### config.mk
export PLATFORM = sky130hd
export DESIGN_NAME = fwd_mux_pipe_flat
export DESIGN_NICKNAME = d
export VERILOG_FILES = /design/src/rtl/fwd_pkg.sv /design/src/rtl/fwd_mux_pipe_if.sv /design/src/rtl/fwd_sel_n.sv /design/src/rtl/fwd_mux_pipe.sv /design/src/flat_wrapper.sv
export SDC_FILE = /design/constraint.sdc
export NUM_CORES = 1
export LEC_CHECK = 0
export CORE_MARGIN = 2
export CORE_UTILIZATION = 30
export CTS_BUF_LIST = sky130_fd_sc_hd__clkbuf_8
export DETAILED_ROUTE_END_ITERATION = 16
export SLEW_MARGIN = 0
export SYNTH_ARGS = -nofsm -noshare
export SYNTH_HDL_FRONTEND = slang
export SYNTH_SLANG_ARGS = --single-unit
### constraint.sdc
create_clock -name clk -period 4.4 [get_ports clk]
set_clock_uncertainty 0.1 [all_clocks]
set_input_delay 0.88 -clock clk [delete_from_list [all_inputs] [get_ports clk]]
set_output_delay 0.88 -clock clk [all_outputs]
set_load 0.005 [all_outputs]
### src/rtl/fwd_pkg.sv
// -----------------------------------------------------------------------------
// fwd_pkg
// Shared definitions for the forwarding mux pipeline:
//   - fwd_state_t   : skid-buffer occupancy state (EMPTY, BUSY, FULL)
//   - FWD_CNT_W     : width of the forwarded-operand counter
//   - FWD_DEF_WIDTH : default data width per source
//   - FWD_DEF_NSRC  : default number of forwarding sources
//   - fwd_sat_inc() : saturating increment for the counter
// -----------------------------------------------------------------------------
package fwd_pkg;

   localparam int FWD_CNT_W     = 32;
   localparam int FWD_DEF_WIDTH = 64;
   localparam int FWD_DEF_NSRC  = 4;

   // EMPTY: nothing buffered; BUSY: main holds an operand; FULL: main + skid hold one each
   typedef enum logic [1:0] {
      EMPTY = 2'd0,
      BUSY  = 2'd1,
      FULL  = 2'd2
   } fwd_state_t;

   // Counter sticks at all-ones instead of wrapping back to zero
   function automatic logic [FWD_CNT_W-1:0] fwd_sat_inc(input logic [FWD_CNT_W-1:0] v);
      return (&v) ? v : v + FWD_CNT_W'(1);
   endfunction

endpackage

### src/rtl/fwd_mux_pipe_if.sv
// -----------------------------------------------------------------------------
// fwd_mux_pipe_if
// Bundle of the forwarding pipeline's upstream and downstream signals.
//   src_data  : NSRC packed source words, source k at [k*WIDTH +: WIDTH]
//   src_sel   : source select, taken on the input handshake
//   in_valid  : upstream offers src_data/src_sel
//   in_ready  : pipeline can accept
//   flush     : synchronous discard of everything buffered
//   out_valid : out_data/out_src hold an operand
//   out_ready : downstream consumes the operand
//   out_data  : selected operand
//   out_src   : effective select that produced out_data
// Modports: master = the side driving operands in and consuming them,
//           slave  = the pipeline itself.
// -----------------------------------------------------------------------------
interface fwd_mux_pipe_if
   import fwd_pkg::*;
#(
   parameter int WIDTH = FWD_DEF_WIDTH,
   parameter int NSRC  = FWD_DEF_NSRC
) ();

   localparam int SELW = $clog2(NSRC);

   logic [NSRC*WIDTH-1:0] src_data;
   logic [SELW-1:0]       src_sel;
   logic                  in_valid;
   logic                  in_ready;
   logic                  flush;
   logic                  out_valid;
   logic                  out_ready;
   logic [WIDTH-1:0]      out_data;
   logic [SELW-1:0]       out_src;

   modport master (
      output src_data, src_sel, in_valid, flush, out_ready,
      input  in_ready, out_valid, out_data, out_src
   );

   modport slave (
      input  src_data, src_sel, in_valid, flush, out_ready,
      output in_ready, out_valid, out_data, out_src
   );

endinterface

### src/rtl/fwd_sel_n.sv
// -----------------------------------------------------------------------------
// fwd_sel_n
// Combinational NSRC:1 operand select.
//   src_data : packed sources, source k at [k*WIDTH +: WIDTH]
//   src_sel  : requested source
//   sel_data : chosen word
//   sel_src  : effective select (out-of-range requests fall back to 0)
// -----------------------------------------------------------------------------
module fwd_sel_n #(
   parameter int WIDTH = 64,
   parameter int NSRC  = 4
) (
   input  logic [NSRC*WIDTH-1:0]    src_data,
   input  logic [$clog2(NSRC)-1:0]  src_sel,
   output logic [WIDTH-1:0]         sel_data,
   output logic [$clog2(NSRC)-1:0]  sel_src
);

   localparam int SELW = $clog2(NSRC);
   // One extra bit so a power-of-two NSRC is representable
   localparam logic [SELW:0] SEL_LIMIT = (SELW+1)'(NSRC);

   logic [WIDTH-1:0] words [NSRC];
   logic [NSRC-1:0]  hit;
   logic             in_range;
   logic [SELW-1:0]  eff_sel;

   assign in_range = ({1'b0, src_sel} < SEL_LIMIT);
   assign eff_sel  = in_range ? src_sel : '0;
   assign sel_src  = eff_sel;

   // One-hot decode keeps the mux free of out-of-range array indexing
   // when NSRC is not a power of two.
   generate
      for (genvar gi = 0; gi < NSRC; gi++) begin : g_src
         assign words[gi] = src_data[gi*WIDTH +: WIDTH];
         assign hit[gi]   = (eff_sel == SELW'(gi));
      end
   endgenerate

   always_comb begin
      sel_data = '0;
      for (int k = 0; k < NSRC; k++) begin
         sel_data = sel_data | (words[k] & {WIDTH{hit[k]}});
      end
   end

endmodule

### src/rtl/fwd_mux_pipe.sv
// -----------------------------------------------------------------------------
// fwd_mux_pipe
// Operand forwarding mux followed by a 2-entry skid buffer (main + skid
// register). Strict FIFO order, 1-cycle latency when empty, 1 operand/cycle
// sustained while out_ready stays high. in_ready and out_valid come straight
// from flops.
//   clk       : clock, rising edge
//   reset     : asynchronous, active-high
//   bus       : fwd_mux_pipe_if.slave (operand in/out handshakes, flush)
//   fwd_count : count of accepted operands with non-zero effective select,
//               saturating; exists only when FWD_MUX_PIPE_STATS_EN is defined
// Build option: FWD_MUX_PIPE_STATS_EN compiles in fwd_count.
// NSRC legal range is 2..16.
// -----------------------------------------------------------------------------
module fwd_mux_pipe
   import fwd_pkg::*;
#(
   parameter int WIDTH = FWD_DEF_WIDTH,
   parameter int NSRC  = FWD_DEF_NSRC
) (
   input  logic                 clk,
   input  logic                 reset,
   fwd_mux_pipe_if.slave        bus
`ifdef FWD_MUX_PIPE_STATS_EN
   ,
   output logic [FWD_CNT_W-1:0] fwd_count
`endif
);

   localparam int SELW = $clog2(NSRC);

   fwd_state_t       state_reg;
   logic             in_ready_reg;
   logic             out_valid_reg;
   logic [WIDTH-1:0] main_data_reg;
   logic [SELW-1:0]  main_src_reg;
   logic [WIDTH-1:0] skid_data_reg;
   logic [SELW-1:0]  skid_src_reg;

   logic [WIDTH-1:0] sel_data;
   logic [SELW-1:0]  sel_src;
   logic             in_hs;
   logic             out_hs;

   fwd_sel_n #(
      .WIDTH (WIDTH),
      .NSRC  (NSRC)
   ) u_sel (
      .src_data (bus.src_data),
      .src_sel  (bus.src_sel),
      .sel_data (sel_data),
      .sel_src  (sel_src)
   );

   assign in_hs  = bus.in_valid && in_ready_reg;
   assign out_hs = out_valid_reg && bus.out_ready;

   assign bus.in_ready  = in_ready_reg;
   assign bus.out_valid = out_valid_reg;
   assign bus.out_data  = main_data_reg;
   assign bus.out_src   = main_src_reg;

   // in_ready_reg tracks (next state != FULL) and out_valid_reg tracks
   // (next state != EMPTY), so both are pure flops and agree with state_reg.
   always_ff @(posedge clk or posedge reset) begin
      if (reset) begin
         state_reg     <= EMPTY;
         in_ready_reg  <= 1'b1;
         out_valid_reg <= 1'b0;
         main_data_reg <= '0;
         main_src_reg  <= '0;
         skid_data_reg <= '0;
         skid_src_reg  <= '0;
      end else if (bus.flush) begin
         // Buffered words stay in the registers but are no longer visible;
         // a same-cycle input handshake is ignored.
         state_reg     <= EMPTY;
         in_ready_reg  <= 1'b1;
         out_valid_reg <= 1'b0;
      end else begin
         case (state_reg)
            EMPTY: begin
               if (in_hs) begin
                  main_data_reg <= sel_data;
                  main_src_reg  <= sel_src;
                  state_reg     <= BUSY;
                  out_valid_reg <= 1'b1;
               end
            end
            BUSY: begin
               if (in_hs && out_hs) begin
                  main_data_reg <= sel_data;
                  main_src_reg  <= sel_src;
               end else if (in_hs) begin
                  // Downstream stalled: park the newcomer behind main
                  skid_data_reg <= sel_data;
                  skid_src_reg  <= sel_src;
                  state_reg     <= FULL;
                  in_ready_reg  <= 1'b0;
               end else if (out_hs) begin
                  state_reg     <= EMPTY;
                  out_valid_reg <= 1'b0;
               end
            end
            FULL: begin
               if (out_hs) begin
                  main_data_reg <= skid_data_reg;
                  main_src_reg  <= skid_src_reg;
                  state_reg     <= BUSY;
                  in_ready_reg  <= 1'b1;
               end
            end
            default: begin
               state_reg     <= EMPTY;
               in_ready_reg  <= 1'b1;
               out_valid_reg <= 1'b0;
            end
         endcase
      end
   end

`ifdef FWD_MUX_PIPE_STATS_EN
   logic [FWD_CNT_W-1:0] fwd_count_reg;

   // Flush suppresses counting of a same-cycle handshake but never clears
   // the running total.
   always_ff @(posedge clk or posedge reset) begin
      if (reset) begin
         fwd_count_reg <= '0;
      end else if (!bus.flush && in_hs && (sel_src != '0)) begin
         fwd_count_reg <= fwd_sat_inc(fwd_count_reg);
      end
   end

   assign fwd_count = fwd_count_reg;
`else
   // Statistics disabled: no counter, no port.
`endif

endmodule
### src/flat_wrapper.sv
// flat-port wrapper written by rule: the top's interface ports become plain ports
module fwd_mux_pipe_flat import fwd_pkg::*;
#(
   parameter int WIDTH = FWD_DEF_WIDTH,
   parameter int NSRC  = FWD_DEF_NSRC
)
  (clk, reset, bus_src_data, bus_src_sel, bus_in_valid, bus_flush, bus_out_ready, bus_in_ready, bus_out_valid, bus_out_data, bus_out_src);
  fwd_mux_pipe_if #(.WIDTH(WIDTH), .NSRC(NSRC)) bus_i ();
  input  logic clk;
  input  logic reset;
  input wire logic [$bits(bus_i.src_data)-1:0] bus_src_data;
  input wire logic [$bits(bus_i.src_sel)-1:0] bus_src_sel;
  input wire logic [$bits(bus_i.in_valid)-1:0] bus_in_valid;
  input wire logic [$bits(bus_i.flush)-1:0] bus_flush;
  input wire logic [$bits(bus_i.out_ready)-1:0] bus_out_ready;
  output wire logic [$bits(bus_i.in_ready)-1:0] bus_in_ready;
  output wire logic [$bits(bus_i.out_valid)-1:0] bus_out_valid;
  output wire logic [$bits(bus_i.out_data)-1:0] bus_out_data;
  output wire logic [$bits(bus_i.out_src)-1:0] bus_out_src;
  assign bus_i.src_data = bus_src_data;
  assign bus_i.src_sel = bus_src_sel;
  assign bus_i.in_valid = bus_in_valid;
  assign bus_i.flush = bus_flush;
  assign bus_i.out_ready = bus_out_ready;
  assign bus_in_ready = bus_i.in_ready;
  assign bus_out_valid = bus_i.out_valid;
  assign bus_out_data = bus_i.out_data;
  assign bus_out_src = bus_i.out_src;
  fwd_mux_pipe #(.WIDTH(WIDTH), .NSRC(NSRC)) u_core (.clk(clk), .reset(reset), .bus(bus_i));
endmodule
==> flow_summary.ini, run 1 <==
[timing]
max_freq_mhz = 351.8
finalCriticalPeriod_ns = 2.843
setup_tns_ns = 0
maxSlewViolCount = 0
min_period_over_period_pct = 64.61
rsz0062_at_grt = no
setup_viol = 0
slew_headroom_pct = 28.02
final-hold-violation-count = 0
tightest_slew_ns = 1.077
fin_ws_ns = 1.557

[final_layout]
area.growth.synth_to_final_pct = 48.83
regArea_sq_um = 3405
layout_common_cells = 328 x clkdlybuf4s50_1, 135 x dfrtp_1, 133 x nand2_1
drive_above_1_share_pct = 10.97
diodes = 0
final_common_cell = clkdlybuf4s50_1
multi_input_area_sq_um = 4370
fin_nets = 1437
fillCellCount = 2622

[cts]
clockBufferDepth = 2
cts_tree = yes
clock_latency_ns = 0.43
cts_buffers = 17
cts_hold_buf = 0
post_cts_buffers = 0
root_buffer = clkbuf_8
cts_resized = 0
cts.sinks = 136
path_clk_slew_ns = 0.08
htreeDepth = 4

[die]
num_rows = 60
core_area_sq_um = 26800
ios = 331
start_util_pct = 30.30
dieArea_sq_um = 28400
dieHeight_um = 168.5
die_w_um = 168.5

[pwr]
powerDensity_nw_per_um2 = 417.7
power_mw = 5.048
vdd_ir_drop_max_uv = 188.7
p_leak_nw = 5.003

[worst_setup_path]
cp_cell_sequence = clkdlybuf4s50_1 > and3b_1 > nand3b_1 > buf_4 > nand2_1 > o21ai_0
crit_family = buffers and inverters
startpoint_type = input port
rrSetupSlack_ns = 1.93
cp_data_required_time_ns = 4.60
slowest_delay_ns = 0.66
crit_fanout = 44
critPathBufInv = 2
cp.arrival_ns = 3.05
cp_slowest_cell = nand3b_1
critical_path_class = input port to flop
path_depth = 6
r2r_cells = 5
worstSetupEndpointType = flop

[logic_synthesis]
syn_avg_cell_area_sq_um = 9.063
synth_warnings = 0
ys_seq_area_share_pct = 41.93
ys_ff_latch = 136
synth_top_area_share_pct = 41.60
syn_area_sq_um = 8120
yosysTopAreaCell = dfrtp_1
netlist_top_cells_area = dfrtp_1 42%, mux2_2 9.2%, mux2i_1 8.1%, nand2_1 6.2%, o22ai_1 4.9%
synth_cell_type_count = 29
synth_cells = 896
synth_nets = 1159

[global_route]
overflow = 0
grt_pass1_wl_um = 40220
grt_usage_pct = 17.66
grt_start_max_net_pins = 137
grt_pass1_vias = 7469
antenna_found_initial = 0

[placement]
io_buffers = 330
gp_congestion = 0.7673
dp_hpwl_um = 17510
post-place-ws_ns = 1.088

[worst_hold_path]
hp-class = flop to flop
whs_path_depth = 2

[detailed_routing]
drcViolationCount = 0
drtAntennaViolNets = 0
drtIter0Drc = 431
firstDrtPassIters = 5
vias_per_cell = 4.983
vias = 7604
wl_per_cell_um = 16.55
wirelength_um = 25260

[status]
status = finished, final reports clean

[flow_run]
drv_cap = 0
## tightest hold or removal path, delay by kind of cell, from the launching register on
kind | cells | cell delay, ns
AO/OA/AOI/OAI | 1 | 0.05
flip-flops | 1 | 0.34
AND/OR/NAND/NOR | 1 | 0.05
## final timing paths
check                                        startpoint                  endpoint
worst max register to register      u_core.state_reg[0]  u_core.skid_data_reg[20]
worst min register to register  u_core.bus.out_data[32]   u_core.bus.out_data[32]
min in group asynchronous                         reset  u_core.skid_data_reg[31]
max in group asynchronous                         reset   u_core.skid_data_reg[0]
worst max-delay path                       bus_in_valid  u_core.skid_data_reg[20]
worst min-delay path            u_core.bus.out_data[32]   u_core.bus.out_data[32]
## where the power goes
group	total (mW)	internal, mW	switching [mW]	leakage, nW
clock network	1.12	0.611	0.505	0.213
logic	1.85	1.07	0.778	3.09
registers	2.08	1.79	0.294	1.70
## kinds of logic after synthesis
kind of cell / count (synthesis) / synth area share [%]
AO/OA/AOI/OAI: 268 / 20.48
buffers and inverters: 86 / 4.514
flip-flops: 136 / 41.93
multiplexers: 132 / 17.29
AND/OR/NAND/NOR: 274 / 15.79
## cells in the mapped netlist
cell type	n
dfstp_2	1
buf_6	3
nand2_1	134
buf_2	17
and2_1	1
nand2b_1	2
buf_1	12
nand4b_1	1
mux2i_1	66
o31ai_2	12
dfrtp_1	135
a21oi_1	69
o22a_1	1
inv_1	1
a211o_1	1
o21bai_1	2
nor3b_1	48
mux2_2	66
o22ai_1	64
and3b_1	1
nor2b_1	17
a21o_1	1
a21boi_2	1
o31ai_1	52
nand3b_1	3
nor3_1	2
clkbuf_1	53
nor2_1	65
o21ai_0	65
## layer usage
| metal | global-route usage [%] | vias to the layer above | share of wire, % |
|---|---|---|---|
| li1 | - | 3783 | - |
| met1 | 22.20 | 3576 | 43 |
| met2 | 30.95 | 232 | 50 |
| met3 | 3.905 | 13 | 5.7 |
| met4 | 4.160 | 0 | 0.97 |
| met5 | 0 | - | 0 |
## area by class of cell
cell class | count | area share (%)
well taps | 341 | 3.530
inverters | 1 | 0.06212
clock inverters | 13 | 1.501
repair buffers | 344 | 28.64
flip-flops and latches | 136 | 28.17
multi-input cells | 674 | 36.16
clock buffers | 17 | 1.936
## metrics by stage
stage	utilization [%]	instances	instance area, sq um	hold slack, ns
floorplan	-	896	8124	0.3502
CTS	45.09	1526	12090	0.3830
detailed placement	43.54	1496	11670	0.3655
global placement	43.54	1496	11670	0.3601
finish	45.09	1526	12090	0.3773
global route	45.09	1526	12090	0.4045
No activity file was read; power rests on OpenSTA's default activity.
==> run 2: changes to the inputs <==
clock period = 2.4 ns   (was 4.4 ns; I/O delays follow)
==> flow_summary.ini, run 2 (same netlist as run 1, synthesis figures left out) <==
[status]
status = finished, final reports clean

[worst_setup_path]
cp.arrival_ns = 1.53
startpoint_type = flop
cp_slowest_cell = dfstp_2
cp_cell_sequence = clkdlybuf4s50_1
rrSetupSlack_ns = 0.48
worstSetupEndpointType = primary output
crit_start = u_core.bus.in_ready
critical_path_class = flop to primary output
cp_data_required_time_ns = 1.82
crit_fanout = 6
crit_family = flip-flops
critPathBufInv = 1
r2r_start = u_core.state_reg[0]
slowest_delay_ns = 0.57

[timing]
min_period_over_period_pct = 88.08
finalCriticalPeriod_ns = 2.114
setup_viol = 0
rsz0062_at_grt = no
setup_tns_ns = 0
slew_headroom_pct = 61.43
max_freq_mhz = 473.1
final-hold-violation-count = 0
tightest_slew_ns = 0.5786
maxSlewViolCount = 0

[placement]
dp_hpwl_um = 18460
place_inst = 1515
gp_congestion = 0.7620
dpl_cell_area_sq_um = 11940
io_buffers = 330

[final_layout]
area.growth.synth_to_final_pct = 51.32
layout_common_cells = 328 x clkdlybuf4s50_1, 135 x dfrtp_1, 133 x nand2_1
fin_nets = 1456
fin_area_sq_um = 12290
regArea_sq_um = 3405
diodes = 0
fillCellCount = 2586
final_common_cell = clkdlybuf4s50_1
finalNonFillerCells = 1547
multi_input_area_sq_um = 4370
drive_above_1_share_pct = 12.44

[pwr]
p_leak_nw = 5.089
powerDensity_nw_per_um2 = 733.1
vdd_ir_drop_max_uv = 356.8

[worst_hold_path]
holdCritStartpoint = u_core.bus.out_data[39]
hp-class = flop to flop

[cts]
path_clk_slew_ns = 0.08
post_cts_buffers = 0
clock_latency_ns = 0.44
htreeDepth = 4
cts_resized = 0
cts_hold_buf = 0
root_buffer = clkbuf_8
cts_buffers = 17
cts.sinks = 136
cts_tree = yes
clockBufferDepth = 2

[global_route]
grt_pass1_wl_um = 40310
overflow = 0
grt_start_max_net_pins = 93
grt_pass1_vias = 7549
grt_usage_pct = 17.75
antenna_found_initial = 0

[detailed_routing]
drcViolationCount = 0
wl_per_cell_um = 16.59
vias = 7689
wirelength_um = 25670
drtAntennaViolNets = 0
vias_per_cell = 4.970
drtIter0Drc = 337
firstDrtPassIters = 5

[die]
core_area_sq_um = 26800
num_rows = 60
dieArea_sq_um = 28400
ios = 331
dieHeight_um = 168.5
start_util_pct = 30.30
die_w_um = 168.5

[flow_run]
drv_cap = 0
run 2: tightest hold or removal path, stage by stage (launching register included):
cell	delay [ns]
dfrtp_1	0.34
nand2_1	0.05
o31ai_1	0.06
run 2: layer usage:
layer	vias up	global-route usage [%]	share of wire [%]
met5	-	0	0
met3	18	4.185	5.8
li1	3824	-	-
met2	223	31.53	49
met1	3624	21.77	43
met4	0	4.310	1.2
run 2: area by class of cell:
type / count / share of cell area (%)
Multi-Input combinational cell: 674 / 35.57
Timing Repair Buffer: 363 / 30.34
Sequential cell: 136 / 27.71
Tap cell: 341 / 3.472
Clock buffer: 18 / 2.016
Clock inverter: 14 / 0.8349
Inverter: 1 / 0.06109
run 2: stage by stage:
| step | util, % | total power [mW] | hold WS, ns | setup slack (ns) |
|---|---|---|---|---|
| floorplan | - | 5.337 | 0.3502 | 0.1277 |
| finish | 45.85 | 9.008 | 0.3800 | 0.2862 |
| CTS | 45.85 | 9.149 | 0.3708 | 0.2337 |
| global placement | 44.54 | 7.315 | 0.3603 | 0.1223 |
| detailed placement | 44.54 | 7.390 | 0.3653 | 0.02751 |
| global route | 45.85 | 9.675 | 0.3985 | 0.2123 |
run 2: report_power, final:
part	internal (mW)	switching, mW
logic	2.03	1.44
registers	3.28	0.549
clock network	0.745	0.974
run 2: path summary, 6_finish.rpt:
check	endpoint	depth (start not counted)
worst max-delay path	bus_in_ready	1
worst min-delay path	u_core.bus.out_data[39]	2
worst max register to register	u_core.bus.out_data[18]	4
worst min register to register	u_core.bus.out_data[39]	2
max in group asynchronous	u_core.bus.out_data[14]	3
min in group asynchronous	u_core.bus.out_data[37]	3
